==> src/rtl/adc_ltc2308_sequencer.sv <==
// adc_ltc2308_sequencer: round-robin LTC2308 channel scanner with pipeline-aware tagging and an output FIFO
module adc_ltc2308_sequencer #(
    parameter int FIFO_DEPTH = 4
) (
    input  logic                          clock,
    input  logic                          reset_n,
    input  logic                          enable,
    input  logic [7:0]                    ch_mask,
    output logic                          adc_start,
    output logic [3:0]                    adc_channel,
    input  logic                          adc_ready,
    input  logic [11:0]                   adc_data,
    output logic                          sample_valid,
    input  logic                          sample_ready,
    output logic [11:0]                   sample_data,
    output logic [2:0]                    sample_channel,
    output logic [$clog2(FIFO_DEPTH):0]   sample_count,
    output logic                          overflow,
    input  logic                          overflow_clear,
    output logic                          busy
);
    localparam int AW = $clog2(FIFO_DEPTH);
    localparam logic [AW:0] FULL = FIFO_DEPTH[AW:0];

    typedef enum logic [1:0] {IDLE, RUN, STOP_WAIT} state_t;

    state_t        state;
    logic [2:0]    cur, nxt, first;
    logic          pipe0_v, pipe1_v;
    logic [2:0]    pipe0_ch, pipe1_ch;
    logic [14:0]   mem [FIFO_DEPTH];
    logic [AW-1:0] wr_ptr, rd_ptr;
    logic          emit, push, pop, full;

    // next enabled channel strictly above 'from', wrapping; a lone bit returns itself
    function automatic logic [2:0] next_set(input logic [2:0] from, input logic [7:0] mask);
        logic [2:0] r;
        logic [2:0] idx;
        r = from;
        for (int i = 8; i >= 1; i--) begin
            idx = 3'(32'(from) + i);
            if (mask[idx]) r = idx;
        end
        return r;
    endfunction

    assign first        = next_set(3'd7, ch_mask);
    assign nxt          = next_set(cur, ch_mask);
    assign emit         = (state == RUN) && adc_ready && pipe1_v;
    assign full         = sample_count == FULL;
    assign pop          = sample_valid && sample_ready;
    assign push         = emit && (!full || pop);
    assign sample_valid = sample_count != '0;
    assign busy         = state != IDLE;
    assign sample_data    = mem[rd_ptr][11:0];
    assign sample_channel = mem[rd_ptr][14:12];

    // scan FSM: the config of frame k is read out in frame k+1, so tags ride a two-slot pipe
    always_ff @(posedge clock or negedge reset_n) begin
        if (!reset_n) begin
            state       <= IDLE;
            adc_start   <= 1'b0;
            adc_channel <= 4'd0;
            cur         <= 3'd0;
            pipe0_v     <= 1'b0;
            pipe1_v     <= 1'b0;
            pipe0_ch    <= 3'd0;
            pipe1_ch    <= 3'd0;
        end else begin
            case (state)
                IDLE: if (enable && ch_mask != 8'd0) begin
                    state       <= RUN;
                    adc_start   <= 1'b1;
                    cur         <= first;
                    adc_channel <= {1'b0, first};
                    pipe0_v     <= 1'b1;
                    pipe0_ch    <= first;
                    pipe1_v     <= 1'b0;
                end
                RUN: if (adc_ready) begin
                    pipe1_v     <= pipe0_v;
                    pipe1_ch    <= pipe0_ch;
                    pipe0_v     <= 1'b1;
                    pipe0_ch    <= nxt;
                    cur         <= nxt;
                    adc_channel <= {1'b0, nxt};
                    if (!enable || ch_mask == 8'd0) state <= STOP_WAIT;
                end
                default: begin
                    state     <= IDLE;
                    adc_start <= 1'b0;
                    pipe0_v   <= 1'b0;
                    pipe1_v   <= 1'b0;
                end
            endcase
        end
    end

    // FIFO pointers, fill level and sticky overflow (a drop beats a clear)
    always_ff @(posedge clock or negedge reset_n) begin
        if (!reset_n) begin
            wr_ptr       <= '0;
            rd_ptr       <= '0;
            sample_count <= '0;
            overflow     <= 1'b0;
        end else begin
            if (push) wr_ptr <= wr_ptr + AW'(1);
            if (pop) rd_ptr <= rd_ptr + AW'(1);
            sample_count <= sample_count + (AW+1)'(push) - (AW+1)'(pop);
            overflow     <= (emit && full && !pop) || (overflow && !overflow_clear);
        end
    end

    // FIFO storage; contents are meaningless while empty so no reset is needed
    always_ff @(posedge clock) begin
        if (push) mem[wr_ptr] <= {pipe1_ch, adc_data};
    end
endmodule

==> config.mk <==
export PLATFORM = sky130hd
export DESIGN_NAME = adc_ltc2308_sequencer
export DESIGN_NICKNAME = d
export VERILOG_FILES = /design/src/rtl/adc_ltc2308_sequencer.sv
export SDC_FILE = /design/constraint.sdc
export NUM_CORES = 1
export LEC_CHECK = 0
export CAP_MARGIN = 10
export CORE_MARGIN = 5
export CORE_UTILIZATION = 30
export CTS_BUF_LIST = sky130_fd_sc_hd__clkbuf_16
export CTS_CLUSTER_DIAMETER = 30
export CTS_CLUSTER_SIZE = 28
export DETAILED_ROUTE_END_ITERATION = 8
export GPL_ROUTABILITY_DRIVEN = 0
export PLACE_DENSITY = 0.52
export SYNTH_ARGS = -nofsm -noshare
export SYNTH_HDL_FRONTEND = slang
export SYNTH_SLANG_ARGS = --single-unit
==> constraint.sdc <==
create_clock -name clock -period 3.9 [get_ports clock]
set_input_delay 0.39 -clock clock [delete_from_list [all_inputs] [get_ports clock]]
set_output_delay 0.39 -clock clock [all_outputs]
set_load 0.1 [all_outputs]
==> impl_metrics.yaml, run 1 <==
finish:
  multi_input_area_sq_um: 1469
  seq_area_sq_um: 2277
  final_common_cell: "edfxtp_1"
  final_nets: 346
  antenna_cells: 0
  postLayoutCellArea_sq_um: 4803
  layout_common_cells: "60 x edfxtp_1, 35 x clkdlybuf4s50_1, 23 x mux4_2"
  drive_gt1_share_pct: 23.10
  fillCellCount: 1227
  syn_to_final_growth_pct: 24.32
die:
  floorplan.rows: 41
  die_area_sq_um: 15250
  coreArea_sq_um: 12620
  io_pins: 52
  chipHeight_um: 123.5
  die_w_um: 123.5
  initial_core_util_pct: 30.62
yosys:
  synth.cell_area_sq_um: 3864
  synth-xor-area-share_pct: 1.813
  syn_avg_cell_area_sq_um: 14.86
  yosys.area_share.simple_pct: 8.193
  synth_cell_type_count: 49
  synth_cells: 260
  ys_ff_latch: 79
  synth-edff-count: 60
  synth_top_family_by_area: "multiplexers"
  synth-compound-area-share_pct: 7.124
  synth.area.mux_share_pct: 17.68
  async_reset_ff_share_pct: 24.05
  yosys_warnings: 0
  ys_seq_area_share_pct: 58.94
  synth_fa_ha_area_share_pct: 3.109
  dominantRegCellSynth: "edfxtp_1"
  syn_nets: 295
timing:
  period_minus_slack_ns: 3.256
  setup_violations: 0
  hold_violations: 0
  finClkSkew_ns: 0.005020
  slew_headroom_pct: 31.01
  worst_pin_slew_ns: 1.032
  drv_slew: 0
  fin_setup_tns_ns: 0
  grt_setup_unrepaired: "false"
  fin_crit_sh_pct: 83.48
  max_freq_mhz: 307.1
clock_tree:
  clock_latency_ns: 0.33
  postCtsSetupRepairBufs: 0
  cts-root-buf: "clkbuf_16"
  cts_max_level: 3
  clockBufferDepth: 2
  postCtsHoldBufs: 0
  cts.sinks: 79
  cts_tree: "built"
  cts_resized: 0
  cts.reportedPaths.clkPinSlew_ns: 0.06
  numCtsBuffers: 9
hold_path:
  hold_path_class: "reg -> reg"
  hold_end: "pipe0_v"
  hold_depth: 2
  hold_path.startpoint: "pipe0_v"
place:
  hpwlAfterDp_mm: 5.333
  dpl_cell_area_sq_um: 4492
  portBuffers: 50
job:
  drv_cap: 0
grt:
  grt_use_total_pct: 11.32
  grt_start_max_net_pins: 20
  overflow: 0
  grt_pass1_wl_mm: 13.09
  antenna_found_initial: 0
  grt_pass1_vias: 2437
detailed_routing:
  dr.pass1.iters: 4
  vias: 2303
  via_per_inst: 4.719
  drtAntennaViolNets: 0
  drt_iter0_markers: 132
  drc: 0
  drt-total-wl_mm: 7.873
  avgRoutedWirePerCell_um: 16.13
critical_path:
  cp-end-kind: "flop"
  crit_required_ns: 4.11
  r2r_slack_ns: 0.64
  critPathLaunch: "pipe0_ch[1]"
  crit_arrival_ns: 3.47
  worst-setup-path-type: "reg -> reg"
  cp_max_fo: 12
  cp-start-kind: "flop"
  worstReg2RegEnd: "pipe0_ch[1]"
  reg2reg_from: "pipe0_ch[1]"
  reg2reg_depth: 9
outcome:
  status: "completed"
cells in the mapped netlist (all sizes together) (3+ instances only):
library cell  number  area (sq um)
and2               8         52.55
mux2               9         105.1
a211oi             3         27.52
clkbuf             5         18.77
o31ai              3         36.28
nand2b             3         18.77
a21oi              9         48.80
edfxtp            60          1802
nand3              7         35.03
o21ai             11         55.05
nor2              14         52.55
nor2b              6         37.54
mux4              23         518.0
dfrtp             19         475.5
ha                 8         100.1
buf                8         53.80
inv               12         45.04
xnor2              6         52.55
mux2i              6         60.06
nand2             16         60.06
stage by stage:
step / hold slack, ns / utilization, % / worst slack, ns / cells
after global routing: 0.5245 / 38.06 / 0.4822 / 488
after global placement: 0.4926 / 35.59 / 0.7466 / 472
after CTS: 0.5148 / 38.06 / 0.6496 / 488
after floorplan: 0.09441 / - / 0.1939 / 260
final: 0.5090 / 38.06 / 0.6442 / 488
after detailed placement: 0.4968 / 35.59 / 0.6486 / 472
worst max-delay path, stage by stage (launching register included):
cell,delay [ns]
dfrtp_1,0.57
inv_1,0.23
ha_1,0.50
mux4_2,0.61
mux2_4,0.32
nor3_4,0.14
and2_4,0.17
a21oi_2,0.04
o31ai_4,0.22
mux2_1,0.34
per-layer routing:
layer,vias up,part of all wire [%],GRT usage [%]
li1,1096,-,-
met5,-,0,0
met1,1141,47,15.43
met2,57,46,17.26
met4,0,1.5,3.737
met3,9,5.6,3.477
logic make-up (layout without fill, tap and decap cells):
group                    count (synthesis)  in the layout
AO/OA/AOI/OAI                           39             39
XOR/XNOR                                 8              8
adder cells (fa/ha/maj)                  9              9
buffers and inverters                   25             81
flip-flops                              79             79
multiplexers                            38             38
other                                    1              1
AND/OR/NAND/NOR                         61             61
registers in the layout (all words and copies together) (netlist names):
signal,cells
sample_count,3
overflow,1
pipe1_v,1
pipe0_v,1
pipe1_ch,3
wr_ptr,2
rd_ptr,2
mem,60
pipe0_ch,3
state,2
adc_start,1
layout make-up:
class	count	area share [%]
Tap cell	172	4.480
Timing Repair Buffer	53	10.11
Multi-Input combinational cell	156	30.58
Clock buffer	9	4.689
Clock inverter	7	1.797
Sequential cell	79	47.41
Inverter	12	0.9377
worst max path at each step:
stage                              to  slack (ns)
after floorplan           pipe0_ch[1]        0.19
after global placement    pipe0_ch[1]        0.75
after detailed placement  pipe0_ch[1]        0.65
after CTS                 pipe0_ch[1]        0.65
after global routing      pipe0_ch[1]        0.48
final                     pipe0_ch[1]        0.64
Power of run 1 is not shown: default switching activity piles up to over one toggle a cycle in this logic, so the estimate is an artifact.
==> run 2: changes to the inputs <==
==> constraint.sdc (replaced) <==
create_clock -name clock -period 3.27 [get_ports clock]
set_input_delay 0.327 -clock clock [delete_from_list [all_inputs] [get_ports clock]]
set_output_delay 0.327 -clock clock [all_outputs]
set_load 0.1 [all_outputs]
==> impl_metrics.yaml, run 2 (same netlist as run 1, synthesis figures left out) <==
detailed_routing:
  avgRoutedWirePerCell_um: 15.40
  dr.pass1.iters: 4
  vias: 2363
  via_per_inst: 4.783
  drc: 0
  drt-total-wl_mm: 7.609
  drt_iter0_markers: 123
  drtAntennaViolNets: 0
place:
  portBuffers: 50
  hpwlAfterDp_mm: 5.426
  dpl.cell_count: 478
outcome:
  status: "completed"
timing:
  worst_pin_slew_ns: 0.9764
  drv_slew: 0
  grt_setup_unrepaired: "false"
  slew_headroom_pct: 34.70
  period_minus_slack_ns: 2.922
  max_freq_mhz: 342.2
  finClkSkew_ns: 0.005443
  setup_violations: 0
  whs_ns: 0.4855
  fin_crit_sh_pct: 89.35
  hold_violations: 0
critical_path:
  r2r_slack_ns: 0.35
  worstReg2RegEnd: "pipe0_ch[1]"
  crit_required_ns: 3.47
  crit_arrival_ns: 3.12
  cp-end-kind: "flop"
  worst-setup-path-type: "reg -> reg"
  reg2reg_depth: 9
  cp_max_fo: 8
  cp-start-kind: "flop"
  reg2reg_from: "pipe0_ch[1]"
finish:
  drive_gt1_share_pct: 26.09
  antenna_cells: 0
  regMostFlops: "mem"
  final_nets: 352
  syn_to_final_growth_pct: 25.71
  fin_cells: 494
  fillCellCount: 1239
  layout_common_cells: "60 x edfxtp_1, 32 x clkdlybuf4s50_1, 27 x buf_4"
  largest_reg_flops: 60
  final_common_cell: "edfxtp_1"
die:
  die_area_sq_um: 15250
  initial_core_util_pct: 30.62
  floorplan.rows: 41
  coreArea_sq_um: 12620
  die_w_um: 123.5
  chipHeight_um: 123.5
  io_pins: 52
job:
  drv_cap: 0
clock_tree:
  cts_resized: 0
  numCtsBuffers: 9
  cts_max_level: 3
  cts.reportedPaths.clkPinSlew_ns: 0.06
  postCtsHoldBufs: 0
  cts-root-buf: "clkbuf_16"
  clockBufferDepth: 2
  postCtsSetupRepairBufs: 0
  cts_tree: "built"
  cts.sinks: 79
  clock_latency_ns: 0.33
grt:
  grt_pass1_wl_mm: 12.43
  antenna_found_initial: 0
  grt_use_total_pct: 10.70
  overflow: 0
  grt_start_max_net_pins: 20
  grt_pass1_vias: 2379
hold_path:
  hold_path_class: "in -> async"
[run 2: cell types whose count changed in the layout (fill, tap and decap cells not counted)]
cell             change
buf_4                +9
clkdlybuf4s50_1      -3
dfrtp_1              -2
inv_6                -2
inv_8                -2
bufinv_16            +1
clkinv_4             +1
clkinvlp_4           +1
dfrtp_2              +1
dfrtp_4              +1
inv_1                +1
or3_1                -1
or3_2                +1
[run 2: critical path: stages, from the launching register on]
cell and delay, ns:
dfrtp_2 0.35, inv_1 0.12, ha_1 0.48, mux4_2 0.61
mux2_4 0.32, nor3_4 0.14, and2_4 0.17, a21oi_2 0.04
o31ai_4 0.22, mux2_1 0.35
[run 2: worst max path at each step]
| stage | start | endpoint |
|---|---|---|
| 6_report | pipe0_ch[1] | pipe0_ch[1] |
| 5_1_grt | pipe0_ch[1] | pipe0_ch[1] |
| 4_1_cts | pipe0_ch[1] | pipe0_ch[1] |
| 3_5_place_dp | pipe0_ch[1] | pipe0_ch[1] |
| 3_3_place_gp | sample_ready | sample_count[2] |
| 2_1_floorplan | pipe0_ch[0] | pipe0_ch[1] |
[run 2: layer usage]
| layer | vias to the layer above | share of wire (%) | routed length (um) | global-route usage (%) |
|---|---|---|---|---|
| li1 | 1103 | - | - | - |
| met1 | 1177 | 43 | 3258 | 13.59 |
| met2 | 73 | 49 | 3759 | 17.26 |
| met3 | 10 | 6.2 | 475 | 3.019 |
| met4 | 0 | 1.5 | 116 | 4.291 |
| met5 | - | 0 | 0 | 0 |
[run 2: layout make-up]
class                      count  area (sq um)  area share, %
sequential                    79          2282          46.99
multi-input combinational    156          1470          30.27
timing repair buffer          59         523.0          10.77
clock buffer                   9         225.2          4.637
tap                          172         215.2          4.431
clock inverter                 7         96.34          1.984
inverter                      12         45.04         0.9274
[run 2: stage by stage]
stage	setup TNS [ns]	worst slack, ns	instance area [sq um]	utilization (%)
final	0	0.3482	4857	38.49
after floorplan	-0.05506	-0.05506	3870	-
after global placement	0	0.4025	4536	35.94
after detailed placement	0	0.3555	4536	35.94
after CTS	0	0.3425	4857	38.49
after global routing	0	0.2349	4857	38.49
Power of run 2 is left out for the same reason.
